--- config.mk ---
export PLATFORM = sky130hd
export DESIGN_NAME = i2c_cmd_sequencer_flat
export DESIGN_NICKNAME = d
export VERILOG_FILES = /design/src/rtl/i2c_seq_pkg.sv /design/src/rtl/i2c_cmd_sequencer_if.sv /design/src/rtl/i2c_seq_fifo.sv /design/src/rtl/i2c_cmd_sequencer.sv /design/src/flat_wrapper.sv
export SDC_FILE = /design/constraint.sdc
export NUM_CORES = 1
export LEC_CHECK = 0
export CAP_MARGIN = 10
export CORE_UTILIZATION = 40
export DETAILED_ROUTE_END_ITERATION = 7
export PLACE_DENSITY = 0.67
export RECOVER_POWER = 50
export SYNTH_ARGS = -nofsm -noshare
export SYNTH_HDL_FRONTEND = slang
export SYNTH_SLANG_ARGS = --single-unit
export TNS_END_PERCENT = 5
--- constraint.sdc ---
create_clock -name clk -period 12.46 [get_ports clk]
set_input_delay 3.738 -clock clk [delete_from_list [all_inputs] [get_ports clk]]
set_output_delay 3.738 -clock clk [all_outputs]
set_load 0.02 [all_outputs]
--- src/rtl/i2c_seq_pkg.sv ---
// i2c_seq_pkg
// Shared definitions for the I2C command sequencer: FSM state encodings,
// the host command word layout, the word width and the NACK retry limit.
// No ports; imported by the sequencer top and its FIFO.
package i2c_seq_pkg;

  localparam int CMD_W = 32;

  // Number of re-issues allowed after a NACK when retries are enabled.
  localparam int RETRY_LIMIT = 2;

  // Sequencer states, encoded as presented on seq_state.
  typedef enum logic [2:0] {
    ST_IDLE  = 3'd0,
    ST_ISSUE = 3'd1,
    ST_RUN   = 3'd2,
    ST_GAP   = 3'd3,
    ST_ERROR = 3'd4
  } seq_state_e;

  // Host command word: [31:24] device address byte, [23:16] register
  // address, [15:8] data byte, [7:0] engine control bits.
  typedef struct packed {
    logic [7:0] dev_addr;
    logic [7:0] reg_addr;
    logic [7:0] data;
    logic [7:0] ctrl;
  } cmd_t;

  // True while another attempt may still be made after tries NACKs.
  function automatic logic retry_allowed(input logic [1:0] tries);
    return (int'(tries) < RETRY_LIMIT);
  endfunction

endpackage

--- src/rtl/i2c_cmd_sequencer_if.sv ---
// i2c_cmd_sequencer_if
// Bundles the host command port and the I2C engine handshake.
//   cmd_data/cmd_wr     : host command word and push strobe
//   cmd_full/cmd_count  : command FIFO status back to the host
//   PCDATA/STARTW       : command word and start level to the I2C engine
//   i2c_busy/i2c_nack   : engine status
// master = sequencer view, slave = host/engine view.
interface i2c_cmd_sequencer_if #(
  parameter int DEPTH = 8
);

  logic [31:0]              cmd_data;
  logic                     cmd_wr;
  logic                     cmd_full;
  logic [$clog2(DEPTH):0]   cmd_count;
  logic [31:0]              PCDATA;
  logic                     STARTW;
  logic                     i2c_busy;
  logic                     i2c_nack;

  modport master (
    input  cmd_data, cmd_wr, i2c_busy, i2c_nack,
    output cmd_full, cmd_count, PCDATA, STARTW
  );

  modport slave (
    output cmd_data, cmd_wr, i2c_busy, i2c_nack,
    input  cmd_full, cmd_count, PCDATA, STARTW
  );

endinterface

--- src/rtl/i2c_seq_fifo.sv ---
// i2c_seq_fifo
// Synchronous first-word-fall-through FIFO, DEPTH x WIDTH.
//   clk, reset : system clock, synchronous active-high reset
//   flush      : empties the FIFO (takes priority over push)
//   push, din  : write request and data; dropped when full unless a pop
//                happens in the same cycle
//   pop, dout  : read request; dout always shows the head entry
//   full, empty, count : occupancy status
module i2c_seq_fifo
  import i2c_seq_pkg::*;
#(
  parameter int DEPTH = 8,
  parameter int WIDTH = CMD_W
) (
  input  logic                     clk,
  input  logic                     reset,
  input  logic                     flush,
  input  logic                     push,
  input  logic [WIDTH-1:0]         din,
  input  logic                     pop,
  output logic [WIDTH-1:0]         dout,
  output logic                     full,
  output logic                     empty,
  output logic [$clog2(DEPTH):0]   count
);

  localparam int AW = $clog2(DEPTH);
  localparam int CW = AW + 1;

  logic [WIDTH-1:0] mem [DEPTH];
  logic [AW-1:0]    wr_ptr;
  logic [AW-1:0]    rd_ptr;
  logic [CW-1:0]    count_q;
  logic             do_push;
  logic             do_pop;

  // A pop frees a slot in the same cycle, so a full FIFO can still accept.
  assign do_pop  = pop && (count_q != '0);
  assign do_push = push && ((count_q != CW'(DEPTH)) || do_pop);

  assign dout  = mem[rd_ptr];
  assign full  = (count_q == CW'(DEPTH));
  assign empty = (count_q == '0);
  assign count = count_q;

  // Storage array carries no reset; only the pointers define validity.
  always_ff @(posedge clk) begin
    if (do_push) begin
      mem[wr_ptr] <= din;
    end
  end

  // Pointers wrap naturally because DEPTH is a power of two.
  always_ff @(posedge clk) begin
    if (reset || flush) begin
      wr_ptr  <= '0;
      rd_ptr  <= '0;
      count_q <= '0;
    end else begin
      if (do_push) begin
        wr_ptr <= wr_ptr + AW'(1);
      end
      if (do_pop) begin
        rd_ptr <= rd_ptr + AW'(1);
      end
      case ({do_push, do_pop})
        2'b10:   count_q <= count_q + CW'(1);
        2'b01:   count_q <= count_q - CW'(1);
        default: count_q <= count_q;
      endcase
    end
  end

endmodule

--- src/rtl/i2c_cmd_sequencer.sv ---
// i2c_cmd_sequencer
// Queues 32-bit host commands and feeds them one at a time to an I2C
// engine: latch the head into PCDATA, hold STARTW until the engine goes
// busy, wait for busy to fall, check NACK, then idle GAP_CYCLES before
// the next command. A NACK or a start that is never accepted within
// ACK_TIMEOUT cycles parks the sequencer in ERROR until reset.
//   clk, reset  : system clock, synchronous active-high reset
//   bus         : i2c_cmd_sequencer_if.master (host command + engine)
//   done_count  : completed transactions, wraps at 16 bits
//   err         : sticky error flag
//   seq_state   : current FSM state code
// Optional feature macro I2C_SEQ_RETRY_EN: a NACKed command is re-issued
// after the gap, up to RETRY_LIMIT times, before falling into ERROR.
module i2c_cmd_sequencer
  import i2c_seq_pkg::*;
#(
  parameter int DEPTH       = 8,
  parameter int GAP_CYCLES  = 1000,
  parameter int ACK_TIMEOUT = 4096
) (
  input  logic                 clk,
  input  logic                 reset,
  i2c_cmd_sequencer_if.master  bus,
  output logic [15:0]          done_count,
  output logic                 err,
  output logic [2:0]           seq_state
);

  seq_state_e  state_q;
  seq_state_e  state_d;
  cmd_t        pcdata_q;
  logic [31:0] timer_q;
  logic [15:0] done_q;
  logic        err_q;

  logic        fifo_push;
  logic        fifo_pop;
  logic        fifo_flush;
  logic        fifo_empty;
  logic [31:0] fifo_dout;

  logic        timer_clr;
  logic        done_inc;
  logic        err_set;

`ifdef I2C_SEQ_RETRY_EN
  logic [1:0]  retry_q;
  logic        retry_inc;
  logic        retry_clr;
`endif

  // Host writes are ignored once the sequencer has failed.
  assign fifo_push = bus.cmd_wr && (state_q != ST_ERROR);

  i2c_seq_fifo #(
    .DEPTH (DEPTH),
    .WIDTH (CMD_W)
  ) u_fifo (
    .clk   (clk),
    .reset (reset),
    .flush (fifo_flush),
    .push  (fifo_push),
    .din   (bus.cmd_data),
    .pop   (fifo_pop),
    .dout  (fifo_dout),
    .full  (bus.cmd_full),
    .empty (fifo_empty),
    .count (bus.cmd_count)
  );

  assign bus.PCDATA = pcdata_q;
  assign bus.STARTW = (state_q == ST_ISSUE);
  assign done_count = done_q;
  assign err        = err_q;
  assign seq_state  = state_q;

  // Next-state and control decode. RUN is only entered after busy was
  // seen high, so busy low in RUN is the falling edge; busy already high
  // on ISSUE entry is taken as acceptance straight away.
  always_comb begin
    state_d    = state_q;
    fifo_pop   = 1'b0;
    fifo_flush = 1'b0;
    timer_clr  = 1'b0;
    done_inc   = 1'b0;
    err_set    = 1'b0;
`ifdef I2C_SEQ_RETRY_EN
    retry_inc  = 1'b0;
    retry_clr  = 1'b0;
`endif
    case (state_q)
      ST_IDLE: begin
        if (!fifo_empty) begin
          fifo_pop  = 1'b1;
          timer_clr = 1'b1;
          state_d   = ST_ISSUE;
`ifdef I2C_SEQ_RETRY_EN
          retry_clr = 1'b1;
`endif
        end
      end
      ST_ISSUE: begin
        if (bus.i2c_busy) begin
          timer_clr = 1'b1;
          state_d   = ST_RUN;
        end else if (timer_q >= 32'(ACK_TIMEOUT - 1)) begin
          err_set = 1'b1;
          state_d = ST_ERROR;
        end
      end
      ST_RUN: begin
        if (!bus.i2c_busy) begin
          timer_clr = 1'b1;
          if (!bus.i2c_nack) begin
            done_inc = 1'b1;
            state_d  = ST_GAP;
`ifdef I2C_SEQ_RETRY_EN
            retry_clr = 1'b1;
`endif
          end else begin
`ifdef I2C_SEQ_RETRY_EN
            if (retry_allowed(retry_q)) begin
              retry_inc = 1'b1;
              state_d   = ST_GAP;
            end else begin
              err_set = 1'b1;
              state_d = ST_ERROR;
            end
`else
            err_set = 1'b1;
            state_d = ST_ERROR;
`endif
          end
        end
      end
      ST_GAP: begin
        if (timer_q >= 32'(GAP_CYCLES - 1)) begin
          timer_clr = 1'b1;
`ifdef I2C_SEQ_RETRY_EN
          // A non-zero retry count here means the last attempt NACKed.
          state_d = (retry_q != 2'd0) ? ST_ISSUE : ST_IDLE;
`else
          state_d = ST_IDLE;
`endif
        end
      end
      ST_ERROR: begin
        fifo_flush = 1'b1;
      end
      default: begin
        state_d = ST_IDLE;
      end
    endcase
  end

  // State, latched command, shared ISSUE/GAP timer, counters and flags.
  always_ff @(posedge clk) begin
    if (reset) begin
      state_q  <= ST_IDLE;
      pcdata_q <= '0;
      timer_q  <= '0;
      done_q   <= '0;
      err_q    <= 1'b0;
    end else begin
      state_q <= state_d;
      if (fifo_pop) begin
        pcdata_q <= fifo_dout;
      end
      if (timer_clr) begin
        timer_q <= '0;
      end else begin
        timer_q <= timer_q + 32'd1;
      end
      if (done_inc) begin
        done_q <= done_q + 16'd1;
      end
      if (err_set) begin
        err_q <= 1'b1;
      end
    end
  end

`ifdef I2C_SEQ_RETRY_EN
  // Counts NACKed attempts of the current command.
  always_ff @(posedge clk) begin
    if (reset || retry_clr) begin
      retry_q <= 2'd0;
    end else if (retry_inc) begin
      retry_q <= retry_q + 2'd1;
    end
  end
`endif

endmodule
--- src/flat_wrapper.sv ---
// flat-port wrapper written by rule: the top's interface ports become plain ports
module i2c_cmd_sequencer_flat import i2c_seq_pkg::*;
#(
  parameter int DEPTH       = 8,
  parameter int GAP_CYCLES  = 1000,
  parameter int ACK_TIMEOUT = 4096
)
  (clk, reset, done_count, err, seq_state, bus_cmd_data, bus_cmd_wr, bus_i2c_busy, bus_i2c_nack, bus_cmd_full, bus_cmd_count, bus_PCDATA, bus_STARTW);
  i2c_cmd_sequencer_if #(.DEPTH(DEPTH)) bus_i ();
  input  logic clk;
  input  logic reset;
  output logic [15:0] done_count;
  output logic err;
  output logic [2:0] seq_state;
  input wire logic [$bits(bus_i.cmd_data)-1:0] bus_cmd_data;
  input wire logic [$bits(bus_i.cmd_wr)-1:0] bus_cmd_wr;
  input wire logic [$bits(bus_i.i2c_busy)-1:0] bus_i2c_busy;
  input wire logic [$bits(bus_i.i2c_nack)-1:0] bus_i2c_nack;
  output wire logic [$bits(bus_i.cmd_full)-1:0] bus_cmd_full;
  output wire logic [$bits(bus_i.cmd_count)-1:0] bus_cmd_count;
  output wire logic [$bits(bus_i.PCDATA)-1:0] bus_PCDATA;
  output wire logic [$bits(bus_i.STARTW)-1:0] bus_STARTW;
  assign bus_i.cmd_data = bus_cmd_data;
  assign bus_i.cmd_wr = bus_cmd_wr;
  assign bus_i.i2c_busy = bus_i2c_busy;
  assign bus_i.i2c_nack = bus_i2c_nack;
  assign bus_cmd_full = bus_i.cmd_full;
  assign bus_cmd_count = bus_i.cmd_count;
  assign bus_PCDATA = bus_i.PCDATA;
  assign bus_STARTW = bus_i.STARTW;
  i2c_cmd_sequencer #(.DEPTH(DEPTH), .GAP_CYCLES(GAP_CYCLES), .ACK_TIMEOUT(ACK_TIMEOUT)) u_core (.clk(clk), .reset(reset), .bus(bus_i), .done_count(done_count), .err(err), .seq_state(seq_state));
endmodule
==> results of run 1 <==
[worst register-to-register path: cells and delay by family (launching register included)]
kind | cells | cell delay (ns)
buf+inv | 1 | 0.49
simple gates | 3 | 1.69
compound gates | 1 | 0.75
flops | 1 | 0.44
[cells by family after synthesis]
logic type      count (synthesis)  share of synthesized area, %
compound gates                 58                         3.156
xor+xnor                       49                         3.119
fa+ha+maj                       7                        0.6911
buf+inv                        61                         1.773
flops                         350                         69.55
mux                           102                         13.29
simple gates                  227                         8.430
[cell type report]
type | instances | area (sq um)
inverter | 14 | 52.55
sequential | 350 | 9575
clock inverter | 13 | 140.1
timing repair buffer | 103 | 996.0
tap | 448 | 560.5
multi-input combinational | 443 | 4014
fill | 2876 | 17310
antenna | 1 | 2.502
clock buffer | 55 | 1054
[per-stage QoR]
step / total power [mW] / cell area, sq um / cells
floorplan: 1.994 / 13760 / 854
global placement: 2.245 / 15210 / 1358
detailed placement: 2.257 / 15210 / 1358
CTS: 3.322 / 16400 / 1426
global route: 3.436 / 16390 / 1426
finish: 3.270 / 16390 / 1427
[registers in the layout (all words and copies together) (netlist names)]
register / cells
u_core.u_fifo.mem: 256
u_core.bus.PCDATA: 32
u_core.timer_q: 32
u_core.done_count: 16
u_core.u_fifo.count: 4
u_core.seq_state: 3
u_core.u_fifo.rd_ptr: 3
u_core.u_fifo.wr_ptr: 3
u_core.err: 1
[final timing paths]
| path | end | slack, ns | from |
|---|---|---|---|
| setup reg to reg | u_core.u_fifo.mem[1][14] | 8.74 | u_core.seq_state[1] |
| setup / recovery | u_core.timer_q[16] | 5.32 | reset |
| hold / removal | u_core.timer_q[0] | 0.48 | u_core.timer_q[0] |
| hold reg to reg | u_core.timer_q[0] | 0.48 | u_core.timer_q[0] |
[cell usage in the layout, fill, tap and decap left out, types with 2 or more instances in the layout]
cell type / count
a211oi_1: 34
a21o_1: 2
a21oi_1: 7
a31o_2: 2
and2_1: 3
and3_1: 4
and4_1: 6
buf_4: 7
clkbuf_1: 14
clkbuf_16: 37
clkbuf_8: 6
clkdlybuf4s50_1: 61
clkinv_2: 7
clkinv_8: 2
dfxtp_1: 91
dfxtp_2: 2
dlygate4sd3_1: 32
edfxtp_1: 256
ha_1: 6
inv_1: 14
mux2i_1: 36
mux4_2: 64
nand2_1: 27
nand2b_1: 6
nand3_1: 17
nand4_1: 10
nor2_1: 68
nor2_4: 6
nor3_1: 46
nor3_2: 3
nor3b_1: 4
nor4_1: 6
o21ai_0: 2
or3_1: 3
or4_1: 4
or4_4: 3
xnor2_1: 30
xor2_1: 19
[synth_stat cells (all sizes together), types with 3 or more instances]
cell      n
edfxtp  256
dfxtp    94
nor2     74
mux4     64
nor3     49
mux2i    36
a211oi   34
xnor2    30
clkbuf   29
nand2    27
xor2     19
buf      18
nand3    17
inv      14
nand4    10
a21oi     8
and4      7
nor4      7
or4       7
ha        6
nand2b    6
and3      4
nor3b     4
and2      3
or3       3
[power by group through the flow]
stage	combinational (mW)	sequential, mW	clock, mW
2_1_floorplan	0.518	1.48	0
3_3_place_gp	0.779	1.47	0
3_5_place_dp	0.788	1.47	0
4_1_cts	0.791	1.45	1.08
5_1_grt	0.845	1.46	1.13
6_report	0.769	1.44	1.06
[metal layers]
layer  GRT usage (%)  vias to the layer above  routed length [um]
met4           3.440                        0                 421
met5               0                        -                   0
met1           20.62                     3732               11690
met2           25.08                      169               12760
li1                -                     3508                   -
met3           3.096                       37                1335
==> metrics.txt, run 1 <==
Rows=67; Sw Pwr=0.9438 mW; Hold Path Cell Cnt=1; Post-DRT Antenna Nets=0; Worst-path clk slew=0.06 ns; cells after synthesis=854; Area Growth Syn to Fin=19.15%; ys async rst share=0%; DRT iter0 DRCs=549; Slew @ Worst Pin=2.872 ns; syn avg cell area=16.11 sq um; crit path capture type=flip-flop; final hold slack=0.4846 ns; drt wl/cell=18.36 um; Synth area leader=edfxtp_1; sequential power share=44.1%; Core Util, Final=48.65%; cell breakdown of the critical path=buf_2 -> clkbuf_1 -> o21bai_2 -> clkbuf_1 -> nor3_1; die area=35150 sq um; register area share after synthesis=69.55%; Net Sw Frac=28.86%; Final #Nets=993; Period minus WS final=7.144 ns; pwr/cell area=199.5 nW/um^2; final max-slew violation count=57; LEAKAGE=5.113 nW; total CTS buffers=37; Initial Util=40.83%; flip-flop and latch count after synthesis=350; routed vias=7446; CP Max Fanout=56; Total Routing Usage GR=15.16%; Worst path slowest cell=clkbuf_1; CTS tree=built; min-delay worst type=flip-flop to flip-flop; CTS Sinks=350; pin count of the biggest net entering global routing=69; antenna violations before repair=1; worst skew pair latency=0.53 ns; Cell variety after synth=54; hold_buf cts=0; Crit path depth=5; startpoint types=input port; syn_nets=898; Vias per Instance=5.218; post-CTS setup repair buffer count=0; CTS max path bufs=3; Post-synth EDFFs=256; Die Height=187.5 um; Critical Path AT=7.48 ns; Congestion Overflow GR=0; GPL Wtd Cong=0.7358; clock share of power=32.4%; status=complete, but fails checks; global-route wire length before repair=41700 um; I/O pins=95; worst r2r path cells=5; WS Path Type=input port to flip-flop; Clock Skew=0.02240 ns; layout cells sized above 1=15.75%; WP buf/inv=3; RSZ-0062 raised after global routing=no; post-cts sizing count=0; Synth Cell Area=13760 sq um; Peak Freq=0.1400 GHz; Max-slew headroom=-91.47%; post-place setup slack=5.300 ns; most frequent CP cell=clkbuf_1; Setup Viol. Count Final=0; Setup TNS=0 ns; H-Tree Depth=2; vias in the first global route=7484; PortBufs=94; failing checks=capacitance limit, slew limit; top cell type's share of synthesized area=55.87%; top cells by area, synth=edfxtp_1, dfxtp_1, mux4_2, mux2i_1, nor2_1; slowest cell delay on critical path=2.01 ns; Residual DRC=0; period utilization=57.34%; Crit path required time=12.79 ns; Crit path max-delay family=buffers and inverters; first-pass iteration count of the detailed router=5; routed wire length=26200 um; Die X=187.5 um; final worst slack=5.316 ns; Peak VDD IR=0.1393 mV; dominant synthesized flop cell=edfxtp_1; number of max-cap violations=2; Detailed Place HPWL=15290 um; final hold viol count=0; root buf cell=clkbuf_16; core area=33700 sq um; yosys warns=0; Gate power share=23.5%; Int Pwr=2.327 mW
No activity file was read; power rests on OpenSTA's default activity.
==> inputs of run 2 (changes only) <==
--- a/config.mk
+++ b/config.mk
@@ -8,7 +8,7 @@
 export CAP_MARGIN = 10
 export CORE_UTILIZATION = 40
 export DETAILED_ROUTE_END_ITERATION = 7
-export PLACE_DENSITY = 0.67
+export PLACE_DENSITY = 0.69
 export RECOVER_POWER = 50
 export SYNTH_ARGS = -nofsm -noshare
 export SYNTH_HDL_FRONTEND = slang
==> constraint.sdc (replaced) <==
create_clock -name clk -period 5.9 [get_ports clk]
set_input_delay 1.77 -clock clk [delete_from_list [all_inputs] [get_ports clk]]
set_output_delay 1.77 -clock clk [all_outputs]
set_load 0.02 [all_outputs]
==> run 2 against run 1 <==
The flow still finishes with violations (capacitance limit, slew limit). Register-to-register slack lost 6.0 ns. Flip-flop and latch count is the same. Critical path type unchanged. Utilization is essentially flat. Worst hold slack lost 0.0024 ns. Highest routed layer is now met5. Final cell count grew 0.14%. Setup slack lost 4.0 ns.
==> metrics.txt, run 2 (synthesis results as in run 1) <==
area of the multi-input gates=4008 sq um (-0.16%); most frequent cells in the layout=edfxtp_1, dfxtp_1, nor2_1; CP Max Fanout=34 (-39%); Reg2Reg Launch Point=u_core.seq_state[1]; Initial Util=40.83% (unchanged); Critical Path AT=4.90 ns (-2.58 ns); Top reg by flops=u_core.u_fifo.mem; status=complete, but fails checks; core area=33700 sq um (unchanged); Residual DRC=0 (unchanged); layout cells sized above 1=15.80% (+0.054 points); die area=35150 sq um (unchanged); routed wire length=27250 um (+4.0%); worst r2r path cells=11 (+6); hold_buf cts=0 (unchanged); Period minus WS final=4.536 ns; Peak Freq=0.2205 GHz; final hold slack=0.4822 ns (-0.002402 ns); number of max-cap violations=1 (-1); Worst-path clk slew=0.06 ns (about the same); Filler Cells Inserted=2854 (-0.76%); first-pass iteration count of the detailed router=6 (+1); pin count of the biggest net entering global routing=69 (unchanged); Vias per Instance=5.249 (+0.60%); Worst Setup SP=reset; GPL Wtd Cong=0.7564 (+2.8%); Final #Nets=998 (+0.50%); placed cells=1364 (+0.44%); CTS Sinks=350 (unchanged); PortBufs=94 (unchanged); max FFs per register=256 (unchanged); global-route wire length before repair=43550 um (+4.4%); Setup Viol. Count Final=0 (unchanged); I/O pins=95 (unchanged); vias in the first global route=7723 (+3.2%); WS Path Type=input port to flip-flop; failing checks=capacitance limit, slew limit; worst skew pair latency=0.52 ns (about the same); Total Routing Usage GR=15.78% (+0.62 points); reg2reg setup slack=2.78 ns (-5.96 ns); Rows=67 (unchanged); Core Util, Final=48.66% (about the same); Worst path slowest cell=clkbuf_1; DRT iter0 DRCs=470 (-14%); leading cell type in the layout, fill and taps excluded=edfxtp_1; Die Height=187.5 um (unchanged); hold wc startpoint=u_core.timer_q[0]; Max-slew headroom=-44.61% (+47 points); root buf cell=clkbuf_16; pwr/cell area=422.6 nW/um^2 (+110%); Detailed Place HPWL=16270 um (+6.4%); slowest cell delay on critical path=1.62 ns (-0.39 ns); antenna violations before repair=2 (+1); post-CTS setup repair buffer count=0 (unchanged); Hold Path Cell Cnt=1 (unchanged); startpoint types=input port; Die X=187.5 um (unchanged); CTS tree=built; most frequent CP cell=clkbuf_1; Congestion Overflow GR=0 (unchanged); Post-DRT Antenna Nets=0 (unchanged); register area=9578 sq um (about the same); Peak VDD IR=0.4331 mV (+210%); Area Growth Syn to Fin=19.18% (about the same); routed vias=7501 (+0.74%); final max-slew violation count=35 (-39%); RSZ-0062 raised after global routing=no; period utilization=76.88%; final cell count without fillers=1429 (+0.14%); r2r endpoint=u_core.u_fifo.count[3]; Ant. Diodes=0 (-1); min-delay worst type=flip-flop to flip-flop; cell breakdown of the critical path=clkbuf_1 -> clkbuf_1 -> or2_0 -> nor2_1; Hold EP=u_core.timer_q[0]; H-Tree Depth=2 (unchanged); final hold viol count=0 (unchanged); crit path capture type=flip-flop; drt wl/cell=19.07 um (+3.9%); post-cts sizing count=0 (unchanged); CTS max path bufs=3 (unchanged); total CTS buffers=36 (-2.7%); Slew @ Worst Pin=2.169 ns (-0.7029 ns); LEAKAGE=5.120 nW (+0.15%); Setup TNS=0 ns (unchanged); Crit path required time=6.26 ns (-6.53 ns); Clock Skew=0.02215 ns (-0.0002548 ns)
## run 2: how the worst max path moves through the flow
stage | slack, ns | end
detailed placement | 1.64 | u_core.u_fifo.mem[3][4]
finish | 1.36 | u_core.u_fifo.rd_ptr[0]
floorplan | 0.88 | u_core.u_fifo.mem[1][0]
global placement | 1.67 | u_core.u_fifo.mem[3][1]
global route | 1.11 | u_core.u_fifo.count[0]
CTS | 1.89 | bus_cmd_full
## run 2: through the flow
step,cell area (sq um),total power [mW],worst slack (ns)
finish,16400,6.929,1.364
global route,16400,7.271,1.106
CTS,16410,7.024,1.890
detailed placement,15250,4.788,1.640
global placement,15250,4.746,1.666
floorplan,13760,4.212,0.8752
## run 2: critical path: cells and delay by family
kind,cells,cell delay (ns)
and+or+nand+nor,2,0.77
buffers and inverters,2,2.34
## run 2: layout make-up
class                      instances  share of cell area, %
timing repair buffer             109                  6.341
multi-input combinational        443                  24.44
sequential                       350                  58.41
clock inverter                    20                  1.312
clock buffer                      45                  5.761
inverter                          14                 0.3205
tap                              448                  3.418
## run 2: metal layers
layer	wire length [um]	global-route usage, %	up-vias
met5	27	0	-
met4	472	4.346	4
met3	1326	2.683	43
met2	13420	26.51	164
met1	12010	21.17	3770
li1	-	-	3520
## run 2: power breakdown
group	switching, mW	total, mW	internal, mW
sequential	0.239	3.11	2.87
clock	0.912	2.23	1.32
combinational	0.839	1.59	0.747
==> inputs of run 3 (changes only) <==
==> constraint.sdc (replaced) <==
create_clock -name clk -period 3.8 [get_ports clk]
set_input_delay 1.14 -clock clk [delete_from_list [all_inputs] [get_ports clk]]
set_output_delay 1.14 -clock clk [all_outputs]
set_load 0.02 [all_outputs]
==> run 3 against run 2 <==
Critical path type is now flip-flop to output port. Utilization grew 0.55 points. Sequential share of layout area down 0.67 points. Count of clock-buffer cells in the layout up 2. Non-clock buffer count up 8. The run still ends with capacitance limit, slew limit left. Largest cell class unchanged. Final cell count is 0.70% higher. First-iteration DRC count rose by 12%.
==> metrics.txt, run 3 (synthesis results as in run 1) <==
max FFs per register=256 (unchanged); worst skew pair latency=0.52 ns (about the same); Critical Path AT=2.12 ns (-2.78 ns); Die X=187.5 um (unchanged); status=complete, but fails checks; Period minus WS final=3.255 ns; Initial Util=40.83% (unchanged); Filler Cells Inserted=2796 (-2.0%); WS Path Type=flip-flop to output port; PortBufs=94 (unchanged); vias in the first global route=7559 (-2.1%); CP Max Fanout=7 (-79%); post-cts sizing count=0 (unchanged); H-Tree Depth=2 (unchanged); Int Pwr=7.887 mW (+60%); hold_buf cts=0 (unchanged); Max-slew headroom=-13.86% (+31 points); Total Routing Usage GR=15.34% (-0.45 points); pwr/cell area=662.3 nW/um^2 (+57%); slowest cell delay on critical path=0.71 ns (-0.91 ns); Post-DRT Antenna Nets=0 (unchanged); RSZ-0062 raised after global routing=no; Clock Skew=0.02925 ns (+0.007104 ns); grt met3 use=2.533% (-0.15 points); CTS Sinks=350 (unchanged); CTS max path bufs=3 (unchanged); Detailed Place HPWL=15940 um (-2.0%); drt wl/cell=18.33 um (-3.9%); Area Growth Syn to Fin=20.52%; Die Height=187.5 um (unchanged); GR Layer Usage met2=25.05% (-1.5 points); final max-slew violation count=35 (unchanged); core area=33700 sq um (unchanged); DRT iter0 DRCs=528 (+12%); min-delay worst type=flip-flop to flip-flop; die area=35150 sq um (unchanged); clock share of power=33.6% (+1.4 points); LEAKAGE=5.208 nW (+1.7%); pin count of the biggest net entering global routing=68 (-1.4%); GPL Wtd Cong=0.7776 (+2.8%); Peak VDD IR=0.4806 mV (+11%); Crit path required time=2.66 ns (-3.60 ns); global-route wire length before repair=42460 um (-2.5%); Slew @ Worst Pin=1.708 ns (-0.4612 ns); most frequent cells in the layout=edfxtp_1, dfxtp_1, nor2_1; leading cell type in the layout, fill and taps excluded=edfxtp_1; Peak Freq=0.3072 GHz; Crit path max-delay family=buffers and inverters; Setup Viol. Count Final=0 (unchanged); design area=16580 sq um (+1.1%); Placement Cell Area=15360 sq um (+0.68%); crit path capture type=output port; WP buf/inv=1 (-1); post-CTS setup repair buffer count=0 (unchanged); Congestion Overflow GR=0 (unchanged); root buf cell=clkbuf_16; routed wire length=26380 um (-3.2%); layout cells sized above 1=16.45% (+0.65 points); Sw Pwr=3.097 mW (+56%); total CTS buffers=37 (+2.8%); Worst path slowest cell=clkdlybuf4s50_1; failing checks=capacitance limit, slew limit; antenna violations before repair=1 (-1); Top reg by flops=u_core.u_fifo.mem; I/O pins=95 (unchanged); startpoint types=flip-flop; period utilization=85.67%; cell breakdown of the critical path=nor4b_1 -> clkdlybuf4s50_1; sequential power share=43.7% (-1.2 points); final hold viol count=0 (unchanged); Net Sw Frac=28.20% (-0.54 points); Vias per Instance=5.204 (-0.85%); Ant. Diodes=0 (unchanged); Rows=67 (unchanged); first-pass iteration count of the detailed router=5 (-1); Core Util, Final=49.21% (+0.55 points); routed vias=7489 (-0.16%); Gate power share=22.6% (-0.3 points); GR Util met1=21.37% (+0.20 points); Residual DRC=0 (unchanged); Worst-path clk slew=0.05 ns (about the same); number of max-cap violations=1 (unchanged); gr busiest metal=met2; Final #Nets=1007 (+0.90%); CTS tree=built
-- run 3: cell types whose count changed in the layout (fill, tap and decap cells not counted), moves of 2 or more --
cell	delta
bufinv_16	+2
clkbuf_16	+2
buf_4	+3
clkbuf_2	+2
buf_12	+3
-- run 3: area by class of cell --
cell class	count	area, sq um	area share [%]
Sequential cell	350	9575	57.74
Multi-Input combinational cell	443	4000	24.12
Timing Repair Buffer	117	1132	6.828
Clock buffer	47	984.7	5.938
Tap cell	448	560.5	3.380
Clock inverter	20	277.8	1.675
Inverter	14	52.55	0.3169
-- run 3: path summary, 6_finish.rpt --
path	slack (ns)	startpoint	depth (start not counted)	endpoint
min reg2reg	0.48	u_core.timer_q[0]	1	u_core.timer_q[0]
min	0.48	u_core.timer_q[0]	1	u_core.timer_q[0]
max	0.54	u_core.u_fifo.count[0]	2	bus_cmd_full
max reg2reg	0.81	u_core.u_fifo.rd_ptr[0]	4	u_core.bus.PCDATA[25]
-- run 3: power groups by stage --
stage	registers [mW]	clock network, mW	logic [mW]
after floorplan	4.84	0	1.70
after global placement	4.89	0	2.50
after detailed placement	4.90	0	2.54
after CTS	4.82	3.78	2.57
after global routing	4.86	3.94	2.73
final	4.80	3.69	2.49
-- run 3: metrics by stage --
step	setup slack, ns	std cells	power [mW]	TNS (ns)	hold WS, ns
4_1_cts	0.5175	1439	11.17	0	0.4888
2_1_floorplan	-0.5937	854	6.539	-19.00	0.4493
6_report	0.5445	1439	10.98	0	0.4837
3_5_place_dp	0.5569	1372	7.437	0	0.4805
3_3_place_gp	0.6417	1372	7.392	0	0.4712
5_1_grt	0.3890	1439	11.53	0	0.5019
-- run 3: worst register-to-register path, cell delays in order, from the launching register on --
cell,delay [ns]
dfxtp_2,1.25
clkbuf_1,0.69
mux4_2,0.60
mux2i_1,0.18
a211oi_1,0.10
-- run 3: per-layer routing --
| layer | part of all wire, % | vias up |
|---|---|---|
| li1 | - | 3526 |
| met2 | 49 | 196 |
| met5 | 0 | - |
| met1 | 45 | 3733 |
| met4 | 1.5 | 0 |
| met3 | 4.5 | 34 |
